## config.mk

```make
export PLATFORM = sky130hd
export DESIGN_NAME = gradient_expect
export DESIGN_NICKNAME = d
export VERILOG_FILES = /design/src/rtl/gradient_pkg.sv /design/src/rtl/gradient_expect.sv
export SDC_FILE = /design/constraint.sdc
export NUM_CORES = 1
export LEC_CHECK = 0
export CAP_MARGIN = 20
export CORE_MARGIN = 3
export CORE_UTILIZATION = 34
export DETAILED_ROUTE_END_ITERATION = 10
export PLACE_DENSITY = 0.84
export SETUP_SLACK_MARGIN = 0.5
export SLEW_MARGIN = 10
export SYNTH_ARGS = -nofsm -noshare
export SYNTH_HDL_FRONTEND = slang
export SYNTH_SLANG_ARGS = --single-unit
```

## constraint.sdc

```tcl
create_clock -name vclk -period 2.5
set_input_delay 0.5 -clock vclk [all_inputs]
set_output_delay 0.5 -clock vclk [all_outputs]
set_load 0.02 [all_outputs]
```

## src/rtl/gradient_pkg.sv

```systemverilog
// Shared definitions for the gradient test-card checker: reference base
// colours, default raster size and the checker state encoding.
package gradient_pkg;

    localparam int DEFAULT_H_RES = 64;
    localparam int DEFAULT_V_RES = 256;

    localparam logic [7:0] BASE_RED   = 8'h00;
    localparam logic [7:0] BASE_GREEN = 8'h10;
    localparam logic [7:0] BASE_BLUE  = 8'h4C;

    typedef enum logic [1:0] {
        ST_IDLE   = 2'd0,
        ST_CHECK  = 2'd1,
        ST_REPORT = 2'd2
    } state_t;

    // One gradient channel: base colour plus a per-pixel offset, wrapping mod 256.
    function automatic logic [7:0] gradient_channel(input logic [7:0] base,
                                                    input logic [7:0] offset);
        return base + offset;
    endfunction

endpackage

```

## src/rtl/gradient_expect.sv

```systemverilog
// Reference colour generator: the pixel value the test card should carry at
// position (x, y). Purely combinational.
module gradient_expect
    import gradient_pkg::*;
(
    input  logic [5:0] x_i,
    input  logic [7:0] y_i,
    output logic [7:0] red_o,
    output logic [7:0] green_o,
    output logic [7:0] blue_o
);

    // Red ramps along both axes, green and blue only down the frame.
    always_comb begin
        red_o   = gradient_channel(BASE_RED, y_i + {2'b00, x_i});
        green_o = gradient_channel(BASE_GREEN, y_i);
        blue_o  = gradient_channel(BASE_BLUE, y_i);
    end

endmodule

```

==> metrics.yaml, run 1 <==
placed_design:
  hpwl_um: 1530
  pre_cts_slack_ns: -0.863
  numPortBuffers: 38
  place_congestion: 0.817
cts:
  postCtsHoldBufs: 0
  cts_resized: 139
  post_cts_buffers: 6
yosys:
  synthCells: 62
  seq_area_frac_synth: 0
  synth_top_cell_by_area: "ha_1"
  syn_area_um2: 457
  syn_area_per_cell_um2: 7.37
  synth_area_leaders: "ha_1 (22%), xnor2_1 (15%), buf_4 (9.9%)"
  yosysWarnings: 0
  yosysUniqueCellTypes: 23
  synth_top_area_frac: 0.219
  syn_nets: 85
floorplanning:
  num_rows: 12
  die_h_um: 42.7
  die_width_um: 42.7
  num_io_pins: 38
  floorplan.initialDensity: 0.385
status:
  status: "did not finish"
  failing_step: "clock tree synthesis (4_1_cts)"
  error_line: "[ERROR DPL-0033] detailed placement checks failed during check placement."
[stage by stage]
step           std cells  area [µm²]  utilization
3_3_place_gp         126        1030        0.871
2_1_floorplan         62         543            -
3_5_place_dp         126        1030        0.871
[Yosys cell counts]
| library cell | n |
|---|---|
| inv_1 | 9 |
| ha_1 | 8 |
| xnor2_1 | 8 |
| buf_4 | 6 |
| a21oi_1 | 5 |
| nand2_1 | 3 |
| nand3_1 | 2 |
| nor2b_1 | 2 |
| nor3_1 | 2 |
| o21ai_0 | 2 |
| o31a_1 | 2 |
| xor2_1 | 2 |
| a211oi_1 | 1 |
| a21o_1 | 1 |
| a31oi_1 | 1 |
| clkbuf_2 | 1 |
| fa_1 | 1 |
| nor2_1 | 1 |
| nor2b_4 | 1 |
| o211ai_1 | 1 |
| o21a_1 | 1 |
| o21bai_1 | 1 |
| or4_1 | 1 |
[kinds of logic after synthesis]
family | Yosys count | share of synthesized area
buf+inv | 16 | 0.184
compound gates | 15 | 0.211
simple gates | 12 | 0.151
xor+xnor | 10 | 0.192
fa+ha+maj | 9 | 0.263
==> inputs of run 2 (changes only) <==
--- a/config.mk
+++ b/config.mk
@@ -6,11 +6,10 @@
 export NUM_CORES = 1
 export LEC_CHECK = 0
 export CAP_MARGIN = 20
-export CORE_MARGIN = 3
-export CORE_UTILIZATION = 34
+export CORE_AREA = 3 3 64 66
 export DETAILED_ROUTE_END_ITERATION = 10
-export PLACE_DENSITY = 0.84
-export SETUP_SLACK_MARGIN = 0.5
+export DIE_AREA = 0 0 67 69
+export PLACE_DENSITY_LB_ADDON = 0.15
 export SLEW_MARGIN = 10
 export SYNTH_ARGS = -nofsm -noshare
 export SYNTH_HDL_FRONTEND = slang
==> run 2 against run 1 <==
  * The flow now finishes, with violations (negative setup slack)
  * Area after synthesis is the same
  * Synthesized cell count unchanged
==> metrics.yaml, run 2 <==
status:
  status: "finished with violations"
  failed_checks: "negative setup slack"
grt:
  grt_overflow: 0
  grt_start_max_net_pins: 7
  grt_pass1_wl_um: 2570
  grt_pass1_vias: 638
  grtUsageTotal: 0.0653
  antenna_found_initial: 0
sta:
  rsz0062_at_grt: "true"
  finalCriticalPeriod_ns: 2.51
  slew_violations: 0
  hold_slack_ns: 1.62
  final.period_utilization: 1.00
  hold_viol: 0
  max_slew_margin: 0.796
  worstMarginPinSlew_ns: 0.303
  fin_ws_ns: -0.00927
  setup_violations: 1
  finalSetupTns_ns: -0.00927
  clock.fmax_mhz: 399
final_layout:
  area_growth_pct: 137
  nFlopsAndLatches: 0
  nClkBuffers: 0
  seq_area_um2: 0
  final_cell_mix: "buf_4 (25), clkdlybuf4s50_1 (16), dlygate4sd2_1 (10)"
  design_area_um2: 1080
  nNetsFinal: 142
  final_layout_size_suffix_gt1_frac: 0.402
  diodes: 0
  final_common_cell: "buf_4"
  fillCellCount: 409
yosys:
  synth_top_area_frac: 0.219
  seq_area_frac_synth: 0
  synthCells: 62
  synth.most_common_cell: "inv_1"
  yosysWarnings: 0
  yosysUniqueCellTypes: 23
  syn_area_per_cell_um2: 7.37
  synth_top_cell_by_area: "ha_1"
  synthTopCellsByCount: "inv_1 (9), ha_1 (8), xnor2_1 (8)"
  syn_area_um2: 457
  synth_area_leaders: "ha_1 (22%), xnor2_1 (15%), buf_4 (9.9%)"
  syn_nets: 85
power_and_ir_drop:
  powerDensity_nw_per_um2: 259
  p_leak_uw: 0.000511
  ir_drop_uv: 65.5
worst_setup_path:
  cp-start-kind: "input port"
  crit_fanout: 2
  worstPathArrival_ns: 2.01
  setup.worst_path.class: "in2out"
  worstPathCellList: "buf_8, ha_4, inv_2, fa_2, nor2b_4, o31a_1, or4_1, nand3_2, buf_6"
  cp-end-kind: "primary output"
  critPathSlowestCell: "or4_1"
  cpPeakStageDelay_ns: 0.49
  cp.required_ns: 2.00
placed_design:
  place_congestion: 0.741
  hpwl_um: 1370
  numPortBuffers: 38
  place_area_um2: 1010
floorplanning:
  die_h_um: 69
  num_io_pins: 38
  core_um2: 3630
  floorplan.initialDensity: 0.126
  die_width_um: 67
  num_rows: 22
  die_area_um2: 4620
drt:
  drc: 0
  firstDrtPassIters: 4
  final_antenna_net_count: 0
  vias_per_cell: 3.68
  vias: 607
  initialDrtViolationCount: 7
  avgRoutedWirePerCell_um: 9.10
  wirelength_um: 1500
min_path:
  hold_class: "in2out"
run:
  max-cap-violations: 0
cts:
  postCtsHoldBufs: 0
## run 2: cell counts after synthesis
Identical to the previous run, type by type.
## run 2: path summary, 6_finish.rpt
check / from / to / cells after the start
min: y_i[5] / red_o[6] / 5
max: y_i[0] / red_o[6] / 9
## run 2: area by class of cell
type	instances	area, µm²	area share
inverters	9	33.8	0.0312
well taps	48	60.1	0.0554
repair buffers	62	533	0.492
multi-input cells	46	457	0.421
## run 2: worst max-delay path: cells and delay by family
family | cells | cell delay [ns]
AO/OA/AOI/OAI | 1 | 0.26
adder cells (fa/ha/maj) | 2 | 0.37
AND/OR/NAND/NOR | 3 | 0.64
buffers and inverters | 3 | 0.26
## run 2: repair_timing
item / CTS / global route
buffers inserted: 1 / 1
pin swaps: 5 / 5
setup endpoints to repair: 13 / 7
gates resized for setup: 51 / 17
## run 2: per-layer routing
layer / vias to the layer above / share of wire / track usage
met5: - / 0 / 0
li1: 319 / - / -
met3: 0 / 0.037 / 0.00326
met1: 277 / 0.42 / 0.0792
met4: 0 / 0 / 0
met2: 11 / 0.54 / 0.129
## run 2: through the flow
step                std cells  total power (µW)  setup slack [ns]   util
finish                    165               281          -0.00927  0.298
global route              165               306           -0.0654  0.298
CTS                       164               278            -0.198  0.286
detailed placement        163               284            -0.845  0.279
global placement          163               285            -0.821  0.279
floorplan                  62               139             0.109      -
## run 2: power by group
part,switching [µW],internal (µW),total [µW]
registers,0,0,0
logic,134,146,281
clock network,0,0,0
total,134,146,281
## run 2: kinds of logic (layout without fill, tap and decap cells)
kind of cell,count (synthesis),in the layout,share of synthesized area
compound gates,15,15,0.211
xor+xnor,10,10,0.192
fa+ha+maj,9,9,0.263
buf+inv,16,71,0.184
simple gates,12,12,0.151
(Power assumes the default switching activity.)
